$ cat src/rtl/rf_wb_pkg.sv
// Shared constants and types for the register-file writeback scheduler.
package rf_wb_pkg;
    localparam int XLEN = 32;
    localparam int AW   = 5;
    localparam int NREG = 2 ** AW;
    localparam logic [AW-1:0] REG_ZERO = '0;

    typedef enum logic {
        GNT_ALU = 1'b0,
        GNT_MEM = 1'b1
    } grant_t;
endpackage

$ cat src/rtl/rf_rr_arb2.sv
// Two-way round-robin arbiter; the pointer names the requester favoured on
// the next contended cycle and only moves when both requesters collide.
module rf_rr_arb2
    import rf_wb_pkg::*;
(
    input  logic       clk,
    input  logic       reset,
    input  logic [1:0] req,
    output logic [1:0] gnt,
    output grant_t     rr_ptr
);
    grant_t rr_q, rr_d;

    always_comb begin
        gnt  = 2'b00;
        rr_d = rr_q;
        if (!reset) begin
            unique case (req)
                2'b01:   gnt = 2'b01;
                2'b10:   gnt = 2'b10;
                2'b11: begin
                    gnt  = (rr_q == GNT_ALU) ? 2'b01 : 2'b10;
                    rr_d = (rr_q == GNT_ALU) ? GNT_MEM : GNT_ALU;
                end
                default: gnt = 2'b00;
            endcase
        end
    end

    always_ff @(posedge clk or posedge reset) begin
        if (reset) rr_q <= GNT_ALU;
        else       rr_q <= rr_d;
    end

    assign rr_ptr = rr_q;
endmodule

$ cat src/rtl/rf_wb_scheduler.sv
// Register-file write-port scheduler with busy-bit scoreboard.
// Optional RF_WB_BYPASS_EN: exposes the retiring write as a bypass and stops stalling on it.
module rf_wb_scheduler
    import rf_wb_pkg::*;
(
    input  logic            clk,
    input  logic            reset,
    input  logic            issue_valid,
    input  logic [AW-1:0]   issue_rd,
    input  logic [AW-1:0]   q_rs1,
    input  logic [AW-1:0]   q_rs2,
    output logic            stall,
    input  logic            a_valid,
    input  logic [AW-1:0]   a_rd,
    input  logic [XLEN-1:0] a_data,
    output logic            a_ready,
    input  logic            m_valid,
    input  logic [AW-1:0]   m_rd,
    input  logic [XLEN-1:0] m_data,
    output logic            m_ready,
    output logic            rf_we,
    output logic [AW-1:0]   rf_rd,
    output logic [XLEN-1:0] rf_wd,
    output logic [AW:0]     pend_cnt
`ifdef RF_WB_BYPASS_EN
    ,
    output logic            byp1_hit,
    output logic            byp2_hit,
    output logic [XLEN-1:0] byp_data
`endif
);
    logic [1:0]      gnt;
    grant_t          rr_ptr, win;
    logic            granted;
    logic [AW-1:0]   sel_rd;
    logic [XLEN-1:0] sel_data;

    logic            we_q;
    logic [AW-1:0]   rd_q;
    logic [XLEN-1:0] wd_q;
    logic [NREG-1:0] busy_q, busy_d;
    logic [AW:0]     pend_q, pend_d;
    logic            ret1, ret2, retd, set_en, inc, dec;

    rf_rr_arb2 u_arb (
        .clk    (clk),
        .reset  (reset),
        .req    ({m_valid, a_valid}),
        .gnt    (gnt),
        .rr_ptr (rr_ptr)
    );

    assign a_ready = gnt[0];
    assign m_ready = gnt[1];
    assign granted = |gnt;

    // Under contention the pointer picks the winner; otherwise the lone requester.
    always_comb begin
        if (a_valid && m_valid) win = rr_ptr;
        else                    win = m_valid ? GNT_MEM : GNT_ALU;
        sel_rd   = (win == GNT_MEM) ? m_rd   : a_rd;
        sel_data = (win == GNT_MEM) ? m_data : a_data;
    end

    always_ff @(posedge clk or posedge reset) begin
        if (reset) begin
            we_q <= 1'b0;
            rd_q <= '0;
            wd_q <= '0;
        end else begin
            we_q <= granted && (sel_rd != REG_ZERO);
            if (granted) begin
                rd_q <= sel_rd;
                wd_q <= sel_data;
            end
        end
    end

    assign rf_we = we_q;
    assign rf_rd = rd_q;
    assign rf_wd = wd_q;

`ifdef RF_WB_BYPASS_EN
    assign ret1     = we_q && (rd_q == q_rs1);
    assign ret2     = we_q && (rd_q == q_rs2);
    assign retd     = we_q && (rd_q == issue_rd);
    assign byp1_hit = ret1 && (q_rs1 != REG_ZERO);
    assign byp2_hit = ret2 && (q_rs2 != REG_ZERO);
    assign byp_data = wd_q;
`else
    assign ret1 = 1'b0;
    assign ret2 = 1'b0;
    assign retd = 1'b0;
`endif

    assign stall = issue_valid &&
                   ((q_rs1    != REG_ZERO && busy_q[q_rs1]    && !ret1) ||
                    (q_rs2    != REG_ZERO && busy_q[q_rs2]    && !ret2) ||
                    (issue_rd != REG_ZERO && busy_q[issue_rd] && !retd));

    assign set_en = issue_valid && !stall && (issue_rd != REG_ZERO);
    // A set on an already-busy register (retiring same cycle) keeps the count; set wins.
    assign inc = set_en && !busy_q[issue_rd];
    assign dec = we_q && busy_q[rd_q] && !(set_en && issue_rd == rd_q);

    always_comb begin
        busy_d = busy_q;
        if (we_q)   busy_d[rd_q]     = 1'b0;
        if (set_en) busy_d[issue_rd] = 1'b1;
        pend_d = pend_q + {{AW{1'b0}}, inc} - {{AW{1'b0}}, dec};
    end

    always_ff @(posedge clk or posedge reset) begin
        if (reset) begin
            busy_q <= '0;
            pend_q <= '0;
        end else begin
            busy_q <= busy_d;
            pend_q <= pend_d;
        end
    end

    assign pend_cnt = pend_q;
endmodule

$ cat config.mk
export PLATFORM = sky130hd
export DESIGN_NAME = rf_wb_scheduler
export DESIGN_NICKNAME = d
export VERILOG_FILES = /design/src/rtl/rf_wb_pkg.sv /design/src/rtl/rf_rr_arb2.sv /design/src/rtl/rf_wb_scheduler.sv
export SDC_FILE = /design/constraint.sdc
export NUM_CORES = 1
export LEC_CHECK = 0
export ABC_AREA = 1
export ABC_CLOCK_PERIOD_IN_PS = 3570
export CAP_MARGIN = 20
export CORE_MARGIN = 3
export CORE_UTILIZATION = 45
export CTS_CLUSTER_SIZE = 28
export DETAILED_ROUTE_END_ITERATION = 10
export DONT_BUFFER_PORTS = 1
export GPL_TIMING_DRIVEN = 0
export PLACE_DENSITY = 0.59
export SLEW_MARGIN = 20
export SYNTH_ARGS = -nofsm -noshare
export SYNTH_HDL_FRONTEND = slang
export SYNTH_HIERARCHICAL = 1
export SYNTH_SLANG_ARGS = --single-unit
$ cat constraint.sdc
create_clock -name clk -period 3.57 [get_ports clk]
set_input_delay 0.1785 -clock clk [delete_from_list [all_inputs] [get_ports clk]]
set_output_delay 0.1785 -clock clk [all_outputs]
set_load 0.05 [all_outputs]
==> metrics.yaml <==
timing.max_slew.rel_slack_pct: 40.91
critPathCaptureType: "register"
tightest_slew_ps: 883.1
p_seq_share_pct: 43.6
drive_gt1_share_pct: 9.218
drt_iter0_drc: 541
num_io_pins: 141
yosysWarningCount: 6
portBuffers: 0
path_max_fanout: 7
detailed_routing_iterations_pass_1: 5
routed_length_per_instance_um: 18.13
cts_buffer_depth: 2
final_cell_mix: "sky130_fd_sc_hd__nand2_1 (270), sky130_fd_sc_hd__nor2_1 (81), sky130_fd_sc_hd__inv_1 (79)"
floorplan.initialDensity_pct: 46.39
routabilityCongestion: 0.9755
final_antenna_violating_net_count: 0
power.share.switching_pct: 49.11
global_route.usage.total_pct: 27.36
stdcell_count: 1000
cell_total_after_placement: 923
failing_checks: "negative hold slack"
grt_start_max_net_pins: 52
holdPathStages: 3
startpoint_type: "register"
grt_first_pass_wirelength_mm: 28.08
postSynthCellCount: 779
place.detailed.hpwl_mm: 13.31
yosys.cell_types.count: 33
hold_path.class: "in2reg"
drc_errors: 0
grt-ovfl-total: 0
fp.dieH_um: 115.0
clock.fmax_ghz: 0.2988
final-max-slew-violation-count: 0
max_cap_violations: 0
period_minus_slack_ps: 3347
critical_path_class: "reg2reg"
floorplan.rows: 39
fin_hold_ws_ps: -1.968
synthDominantAreaCellType: "sky130_fd_sc_hd__dfrtp_1"
cts_tree: "built"
area_growth_pct: 21.31
r2r.worst_path.cells: 15
ir_worst_vdd_v: 0.0004722
post_cts.repair.setup_buffers: 0
num-nets-final: 953
cellLeakagePower_nw: 2.994
first_global_vias: 5362
most_common_cell_after_layout_fill_and_taps_aside: "sky130_fd_sc_hd__nand2_1"
core-area_um2: 11520
synth_seq_area_share_pct: 36.07
required_ps: 3800
design_area_um2: 6481
number_of_setup_violations_in_the_final_report: 0
cts_buffers: 9
clkSlewWorstSetupHoldPaths_ps: 60
dr_total_vias: 5516
worst_skew_pair.late_latency_ps: 350
dieWidth_um: 115.0
clock_sink_total: 77
power_switching_mw: 2.312
finish.utilization_pct: 56.28
yosys_register_bits: 77
clk_root_buffer_cell: "sky130_fd_sc_hd__clkbuf_16"
pwr-share-clk_pct: 20.3
antenna_cells: 0
n_fill_cell: 1129
synth_top_area_share_pct: 36.07
avgViaCountPerCell: 5.516
drt_wl_total_mm: 18.13
post_synth.cell_area_avg_um2: 6.858
run_status: "finished, violations left"
floorplan.die_area_um2: 13220
timing.final.crit_share_pct: 93.76
antenna_found_initial: 0
finalHoldViolCount: 1
comb_power_share_pct: 36.1
post_synth_instance_area_um2: 5343
post_layout_power_mw: 4.709
cell_internal_pwr_mw: 2.396
placed_area_um2: 5552
crit_arrival_ps: 3570
syn-num-nets: 880
ctsHtreeMaxLevel: 3
power_density_nw_per_um2: 726.5
clock_skew_ps: 6.082
post_synth_main_area_contributors: "sky130_fd_sc_hd__dfrtp_1 (36%), sky130_fd_sc_hd__nand2_1 (19%), sky130_fd_sc_hd__nor2_1 (5.8%)"
-- power by group through the flow --
| stage | clock network, mW | registers, mW | logic [mW] |
|---|---|---|---|
| 2_1_floorplan | 0 | 1.89 | 1.16 |
| 3_3_place_gp | 0 | 2.05 | 1.49 |
| 3_5_place_dp | 0 | 2.05 | 1.53 |
| 4_1_cts | 0.968 | 2.04 | 1.68 |
| 5_1_grt | 1.01 | 2.09 | 1.91 |
| 6_report | 0.954 | 2.05 | 1.70 |
-- synth_stat cells (all sizes together) --
| cell | instances |
|---|---|
| nand2 | 274 |
| inv | 85 |
| nor2 | 83 |
| nand4 | 2 |
| o21ai | 66 |
| a21oi | 5 |
| ha | 6 |
| nand3b | 1 |
| fa | 1 |
| clkbuf | 15 |
| and3 | 1 |
| a31oi | 37 |
| o21a | 1 |
| xnor2 | 2 |
| o211ai | 6 |
| nand3 | 69 |
| dfrtp | 77 |
| mux2i | 5 |
| buf | 16 |
| nor3 | 16 |
| xor2 | 3 |
| o22ai | 8 |
-- registers in the layout (all words and copies together), names as in the netlist --
signal and count:
busy_q 32, rf_wd 32, pend_cnt 6, rf_rd 5
rf_we 1, u_arb/rr_ptr 1
-- layer usage --
metal  track usage [%]  wire (um)
met3             6.000       1461
met4             7.981        373
met5                 0          0
met2             45.60       8802
met1             35.84       7495
-- final timing paths --
kind | from | endpoint | slack (ps)
worst max-delay path | rf_rd[2]$_DFFE_PP0P_ | pend_cnt[5]$_DFF_PP0_ | 220
worst min-delay path | reset | u_arb/rr_ptr$_DFFE_PP0P_ | -2
worst max register to register | rf_rd[2]$_DFFE_PP0P_ | pend_cnt[5]$_DFF_PP0_ | 220
worst min register to register | busy_q[2]$_DFF_PP0_ | busy_q[2]$_DFF_PP0_ | 540
max in group asynchronous | reset | rf_rd[0]$_DFFE_PP0P_ | 2690
min in group asynchronous | reset | u_arb/rr_ptr$_DFFE_PP0P_ | 210
-- area by class of cell --
cell class | count | area [um^2] | area share, %
plain buffers | 31 | 240.2 | 3.707
well taps | 143 | 178.9 | 2.761
repair buffers | 62 | 638.1 | 9.846
flip-flops and latches | 77 | 1931 | 29.79
inverters | 85 | 324.1 | 5.000
multi-input cells | 586 | 2864 | 44.19
clock buffers | 9 | 225.2 | 3.475
clock inverters | 7 | 80.08 | 1.236
-- per-stage QoR --
step | setup WS, ps | TNS, ps
4_1_cts | 159.0 | 0
3_5_place_dp | 180.3 | 0
3_3_place_gp | 180.3 | 0
5_1_grt | -6.523 | -6.523
2_1_floorplan | 605.6 | 0
6_report | 222.8 | 0
-- critical path, stage by stage (launching register included) --
cell	delay [ps]
sky130_fd_sc_hd__dfrtp_1	740
sky130_fd_sc_hd__inv_1	190
sky130_fd_sc_hd__nor3_1	460
sky130_fd_sc_hd__o21ai_0	180
sky130_fd_sc_hd__nand4_1	150
sky130_fd_sc_hd__o21a_1	200
sky130_fd_sc_hd__ha_1	170
sky130_fd_sc_hd__inv_1	60
sky130_fd_sc_hd__ha_1	180
sky130_fd_sc_hd__a21oi_1	140
sky130_fd_sc_hd__inv_1	60
sky130_fd_sc_hd__a31oi_1	250
sky130_fd_sc_hd__nor2_1	70
sky130_fd_sc_hd__o21ai_0	150
sky130_fd_sc_hd__nand2_1	80
sky130_fd_sc_hd__xor2_1	140
-- kinds of logic (layout without fill, tap and decap cells) --
kind of cell	Yosys count	in the layout	share of synthesized area, %
XOR/XNOR	5	5	0.8198
adder cells (fa/ha/maj)	7	7	1.780
multiplexers	5	5	0.9368
flip-flops	77	77	36.07
AO/OA/AOI/OAI	123	123	12.90
AND/OR/NAND/NOR	446	446	36.98
buffers and inverters	116	194	10.52
-- repair_timing --
action	CTS	global route
hold buffers	60	1
hold endpoints to repair	57	1
endpoints found under the setup margin	0	2
gates resized for setup	0	4
Power figures use the tool's default switching activity.
